===== src/rtl/vram_arbiter.sv =====
// VRAM arbiter: shares one 32-bit VRAM port between the VGA scan-out
// and a CPU. Display fetches win every 4th active pixel; CPU otherwise.
// Ports: clk, rst_n; H/V_Count_Value from vga_controller; cfg_vblank_only;
//   cpu_valid/we/addr/wdata -> cpu_ready, cpu_rvalid, cpu_rdata;
//   mem_en/we/addr/wdata -> VRAM, mem_rdata <- VRAM (1-cycle latency);
//   pixel_out/pixel_de -> display (2-cycle latency from the counters).
module vram_arbiter #(
   parameter int H_ACTIVE = 640,
   parameter int V_ACTIVE = 480,
   parameter int ADDR_W   = 17
) (
   input  logic              clk,
   input  logic              rst_n,
   input  logic [9:0]        H_Count_Value,
   input  logic [9:0]        V_Count_Value,
   input  logic              cfg_vblank_only,
   input  logic              cpu_valid,
   input  logic              cpu_we,
   input  logic [ADDR_W-1:0] cpu_addr,
   input  logic [31:0]       cpu_wdata,
   output logic              cpu_ready,
   output logic              cpu_rvalid,
   output logic [31:0]       cpu_rdata,
   output logic              mem_en,
   output logic              mem_we,
   output logic [ADDR_W-1:0] mem_addr,
   output logic [31:0]       mem_wdata,
   input  logic [31:0]       mem_rdata,
   output logic [7:0]        pixel_out,
   output logic              pixel_de
);

   localparam int unsigned       WPL       = H_ACTIVE / 4;
   localparam logic [9:0]        H_LIM     = 10'(H_ACTIVE);
   localparam logic [9:0]        V_LIM     = 10'(V_ACTIVE);
   localparam logic [ADDR_W-1:0] MEM_WORDS = ADDR_W'(WPL * V_ACTIVE);

   logic              active;
   logic              slot;
   logic              cpu_ok;
   logic              cpu_oob;
   logic              cpu_rd;
   logic [ADDR_W-1:0] disp_addr;

   // pend: a read was issued last cycle; owner: 1 = it was the CPU's
   logic              pend_q,  pend_d;
   logic              owner_q, owner_d;
   logic              oob_q,   oob_d;
   logic [31:0]       rdata_q, rdata_d;
   logic [31:0]       word_q,  word_d;
   logic              act1_q,  act1_d;
   logic              act2_q,  act2_d;
   logic [1:0]        sel1_q,  sel1_d;
   logic [1:0]        sel2_q,  sel2_d;

   always_comb begin
      active  = (H_Count_Value < H_LIM) && (V_Count_Value < V_LIM);
      slot    = active && (H_Count_Value[1:0] == 2'd0);
      cpu_ok  = !cfg_vblank_only || (V_Count_Value >= V_LIM);
      cpu_ready = cpu_valid && !slot && cpu_ok;
      cpu_oob = cpu_addr >= MEM_WORDS;
      cpu_rd  = cpu_ready && !cpu_we;
   end

   // Line base = V * WPL, built from the set bits of WPL (no multiplier)
   always_comb begin
      disp_addr = ADDR_W'(H_Count_Value[9:2]);
      for (int i = 0; i < ADDR_W; i++) begin
         if (WPL[i]) begin
            disp_addr = disp_addr + (ADDR_W'(V_Count_Value) << i);
         end
      end
   end

   always_comb begin
      mem_en    = 1'b0;
      mem_we    = 1'b0;
      mem_addr  = cpu_addr;
      mem_wdata = cpu_wdata;
      if (slot) begin
         mem_en   = 1'b1;
         mem_addr = disp_addr;
      end else if (cpu_ready) begin
         // out-of-range writes are accepted but never reach memory
         mem_en = !(cpu_we && cpu_oob);
         mem_we = cpu_we && !cpu_oob;
      end
   end

   always_comb begin
      cpu_rvalid = pend_q && owner_q;
      cpu_rdata  = rdata_q;
      if (cpu_rvalid) begin
         cpu_rdata = oob_q ? 32'd0 : mem_rdata;
      end
      pixel_de  = act2_q;
      pixel_out = act2_q ? word_q[{sel2_q, 3'b000} +: 8] : 8'd0;
   end

   always_comb begin
      pend_d  = slot || cpu_rd;
      owner_d = !slot && cpu_rd;
      oob_d   = cpu_oob;
      rdata_d = cpu_rdata;
      word_d  = (pend_q && !owner_q) ? mem_rdata : word_q;
      act1_d  = active;
      sel1_d  = H_Count_Value[1:0];
      act2_d  = act1_q;
      sel2_d  = sel1_q;
   end

   always_ff @(posedge clk or negedge rst_n) begin
      if (!rst_n) begin
         pend_q  <= 1'b0;
         owner_q <= 1'b0;
         oob_q   <= 1'b0;
         rdata_q <= 32'd0;
         word_q  <= 32'd0;
         act1_q  <= 1'b0;
         act2_q  <= 1'b0;
         sel1_q  <= 2'd0;
         sel2_q  <= 2'd0;
      end else begin
         pend_q  <= pend_d;
         owner_q <= owner_d;
         oob_q   <= oob_d;
         rdata_q <= rdata_d;
         word_q  <= word_d;
         act1_q  <= act1_d;
         act2_q  <= act2_d;
         sel1_q  <= sel1_d;
         sel2_q  <= sel2_d;
      end
   end

endmodule


===== config.mk =====
export PLATFORM = sky130hd
export DESIGN_NAME = vram_arbiter
export DESIGN_NICKNAME = d
export VERILOG_FILES = /design/src/rtl/vram_arbiter.sv
export SDC_FILE = /design/constraint.sdc
export NUM_CORES = 1
export LEC_CHECK = 0
export CAP_MARGIN = 20
export CORE_ASPECT_RATIO = 2
export CORE_MARGIN = 3
export CORE_UTILIZATION = 23
export DETAILED_ROUTE_END_ITERATION = 8
export PLACE_DENSITY = 0.59
export SKIP_LAST_GASP = 1
export SYNTH_ARGS = -nofsm -noshare
export SYNTH_HDL_FRONTEND = slang
export SYNTH_SLANG_ARGS = --single-unit

===== constraint.sdc =====
create_clock -name clk -period 2.5 [get_ports clk]
set_input_delay 0.375 -clock clk [delete_from_list [all_inputs] [get_ports clk]]
set_output_delay 0.375 -clock clk [all_outputs]
set_load 0.05 [all_outputs]

==> out/summary.txt <==
Synth Flop Type - dfrtp_1
initial DRC count - 53
largest net degree at the start of global routing - 64
delay-heaviest family, CP - adder cells
Syn Std Cell Area - 0.004066 mm2
Clk pwr share - 24.8%
Worst path depth - 11
internal power - 0.003414 W
hold_ws - 358.3 ps
Max clock buf depth - 2
commonest cells after routing, fill and taps aside - 73 x dfrtp_1, 59 x clkdlybuf4s50_1, 51 x buf_4, 48 x buf_12, 41 x nand2_1
maxcap violations - 0
Syn Inst Count - 380
dpl hpwl - 11,060 um
wire per inst - 18.77 um
clock skew - 9.966 ps
final worst path period need - 2881 ps
Die ar. - 0.01941 mm2
vias - 3,341
Hold Crit Start - sel1_q[1]
worst-path fanout max - 2
aggregate global routing overflow - 0
GRT Overall Usage - 14.19%
crit-path max cell delay - 540 ps
DRC - 0
sequential share of power - 29.2%
cts bufs inserted - 9
fin worst setup slack - -381.5 ps
CP startpoint - V_Count_Value[2]
sequential share of the synthesized area - 44.92%
failing checks - negative setup slack
Final Hold Viols - 0
RSZ-0062 raised after global routing - true
Slew @ Worst Pin - 513.7 ps
clk sinks - 73
CTS Root Cell - clkbuf_16
Final Cycle Share - 115.3%
Hold/Removal Path Class - reg -> reg
Area Overhead vs Synth - 67.97%
outcome - complete, but fails checks
IO Port Bufs - 135
Setup CP Type - in -> out
worst path bufs/invs - 4
clock transition at the registers of the reported paths - 60 ps
CP endpoint - mem_addr[14]
Critical Path Slowest Stage Cell - fa_1
cell-by-cell listing of the critical path - buf_8, inv_8, fa_1, inv_2, fa_2, a21o_1, a21oi_2, o221ai_2, xnor2_2, o21ai_4, buf_12
GP Congestion - 0.7922
Fill cells - 1,678
final core occ - 39.55%
Worst-Skew Late Latency - 340 ps
vias in the first global route - 3,721
Via-to-Cell Ratio - 4.533
Netlist cell types - 37
Finish-stage setup viols - 12
Pleak - 3.024 nW
antenna violations before repair - 0
H-tree levels - 3
reg2reg end - rdata_q[26]
Pre-antenna DRT Iters - 4
count of state elements after synthesis - 73
leading cell type in the layout, fill and taps excluded - dfrtp_1
die span in y - 194.0 um
std cell rows - 68
Setup crit start kind - input port
Worst EP required - 2120 ps
Async SR Flop Fraction - 100.0%
total core area - 0.01727 mm2
number of flops mapped to enable cells by yosys - 0
worst vdd ir - 0.3910 mV
combinational power share - 46.0%
worst r2r src - oob_q
first-pass GRT wire length - 20,710 um
syn avg cell area - 10.70 um2
Routed WL - 13,830 um
Synth Warn # - 0
# diodes - 0
post-route ant nets - 0
worst rel slew slack - 65.39%
Initial Utilization - 23.54%
Synth Net Count - 507
final count of pins violating max slew - 0
switching share of power - 36.67%
R2R cell count - 3
share of cells above drive strength 1 - 41.75%
Max Clock Freq - 0.3470 GHz
Ports - 200
CTS tree - done
P_sw - 0.001977 W
Die X - 100.0 um
WP data arrival - 2510 ps
CP Capture Type - primary output
register-to-register setup slack - 1010 ps
power per cell area - 789.4 mW/mm2
Total Nets Final - 649
## cells in the mapped netlist, types with 3 or more instances
library cell | count | share of area, %
nand3_1 | 3 | 0.37
nor2b_1 | 3 | 0.46
dfrtp_1 | 73 | 45
nand4_1 | 5 | 0.77
nand2b_1 | 32 | 4.9
ha_1 | 19 | 5.8
a21o_1 | 4 | 0.74
nor2_1 | 3 | 0.28
inv_1 | 10 | 0.92
and2_1 | 8 | 1.2
mux2_2 | 29 | 8.0
xnor2_1 | 4 | 0.86
mux2_1 | 11 | 3.0
clkbuf_1 | 16 | 1.5
mux4_2 | 8 | 4.4
buf_1 | 3 | 0.28
a21oi_1 | 9 | 1.1
buf_4 | 32 | 5.9
nand2_1 | 44 | 4.1
o31a_1 | 3 | 0.65
o21ai_0 | 40 | 4.9
## logic make-up after synthesis
| kind of cell | Yosys count | synth area share, % |
|---|---|---|
| and+or+nand+nor | 102 | 12.83 |
| DFF | 73 | 44.92 |
| AOI/OAI and AO/OA | 65 | 9.262 |
| buffers and inverters | 64 | 9.108 |
| muxes | 49 | 15.75 |
| adders and majority gates | 21 | 6.831 |
| xor gates and xnor gates | 6 | 1.292 |
## registers in the layout, summed over array words and instances, names as in the netlist
name / flops
rdata_q: 32
owner_q: 1
act1_q: 1
sel2_q: 2
pixel_de: 1
word_q: 32
oob_q: 1
sel1_q: 2
pend_q: 1
## power by group through the flow
stage,clock (W),combinational (W),sequential [W]
final,0.00134,0.00248,0.00158
after global routing,0.00144,0.00261,0.00161
after CTS,0.00138,0.00246,0.00158
after detailed placement,0,0.00241,0.00160
after global placement,0,0.00239,0.00159
after floorplan,0,0.00138,0.00155
## layer usage
layer	global-route usage [%]	part of all wire, %
met3	4.177	7.5
met2	27.88	58
met1	12.15	30
met5	0	0
met4	7.646	4.6
## per-stage QoR
step	power (W)	setup WS, ps	TNS [ps]	cell area, um2	instances
final	0.005392	-381.5	-1749	6830	737
after global routing	0.005663	-432.4	-2332	6830	737
after CTS	0.005422	-436.3	-2115	6646	731
after detailed placement	0.004015	-892.9	-10650	6208	710
after global placement	0.003977	-871.4	-10340	6208	710
after floorplan	0.002933	-222.0	-516.1	4208	380
## worst register-to-register path, stage by stage (launching register included)
cell	delay, ps
dfrtp_1	500
buf_4	260
nand2b_1	160
o21ai_0	410
## layout make-up
| type | instances | area, um2 | area share [%] |
|---|---|---|---|
| Multi-Input combinational cell | 243 | 2177 | 31.87 |
| Sequential cell | 73 | 1827 | 26.74 |
| Inverter | 10 | 45.04 | 0.6595 |
| Clock inverter | 7 | 83.83 | 1.227 |
| Tap cell | 210 | 262.8 | 3.847 |
| Clock buffer | 9 | 225.2 | 3.297 |
| Timing Repair Buffer | 185 | 2210 | 32.35 |
## worst min path at each step
| stage | to | slack [ps] | cells past startpoint |
|---|---|---|---|
| after floorplan | act1_q | 80 | 0 |
| after global placement | rdata_q[14] | 220 | 1 |
| after detailed placement | rdata_q[17] | 220 | 1 |
| after CTS | sel2_q[1] | 360 | 0 |
| after global routing | sel2_q[1] | 370 | 0 |
| final | sel2_q[1] | 360 | 0 |
## repair_timing
item | in CTS | in global routing
hold buffers | 1 | 0
endpoints found under the hold margin | 10 | 0
endpoints found under the setup margin | 18 | 13
resized for setup | 58 | 39
pin swaps | 17 | 19
buffers inserted | 4 | 7
(Power assumes the default switching activity.)
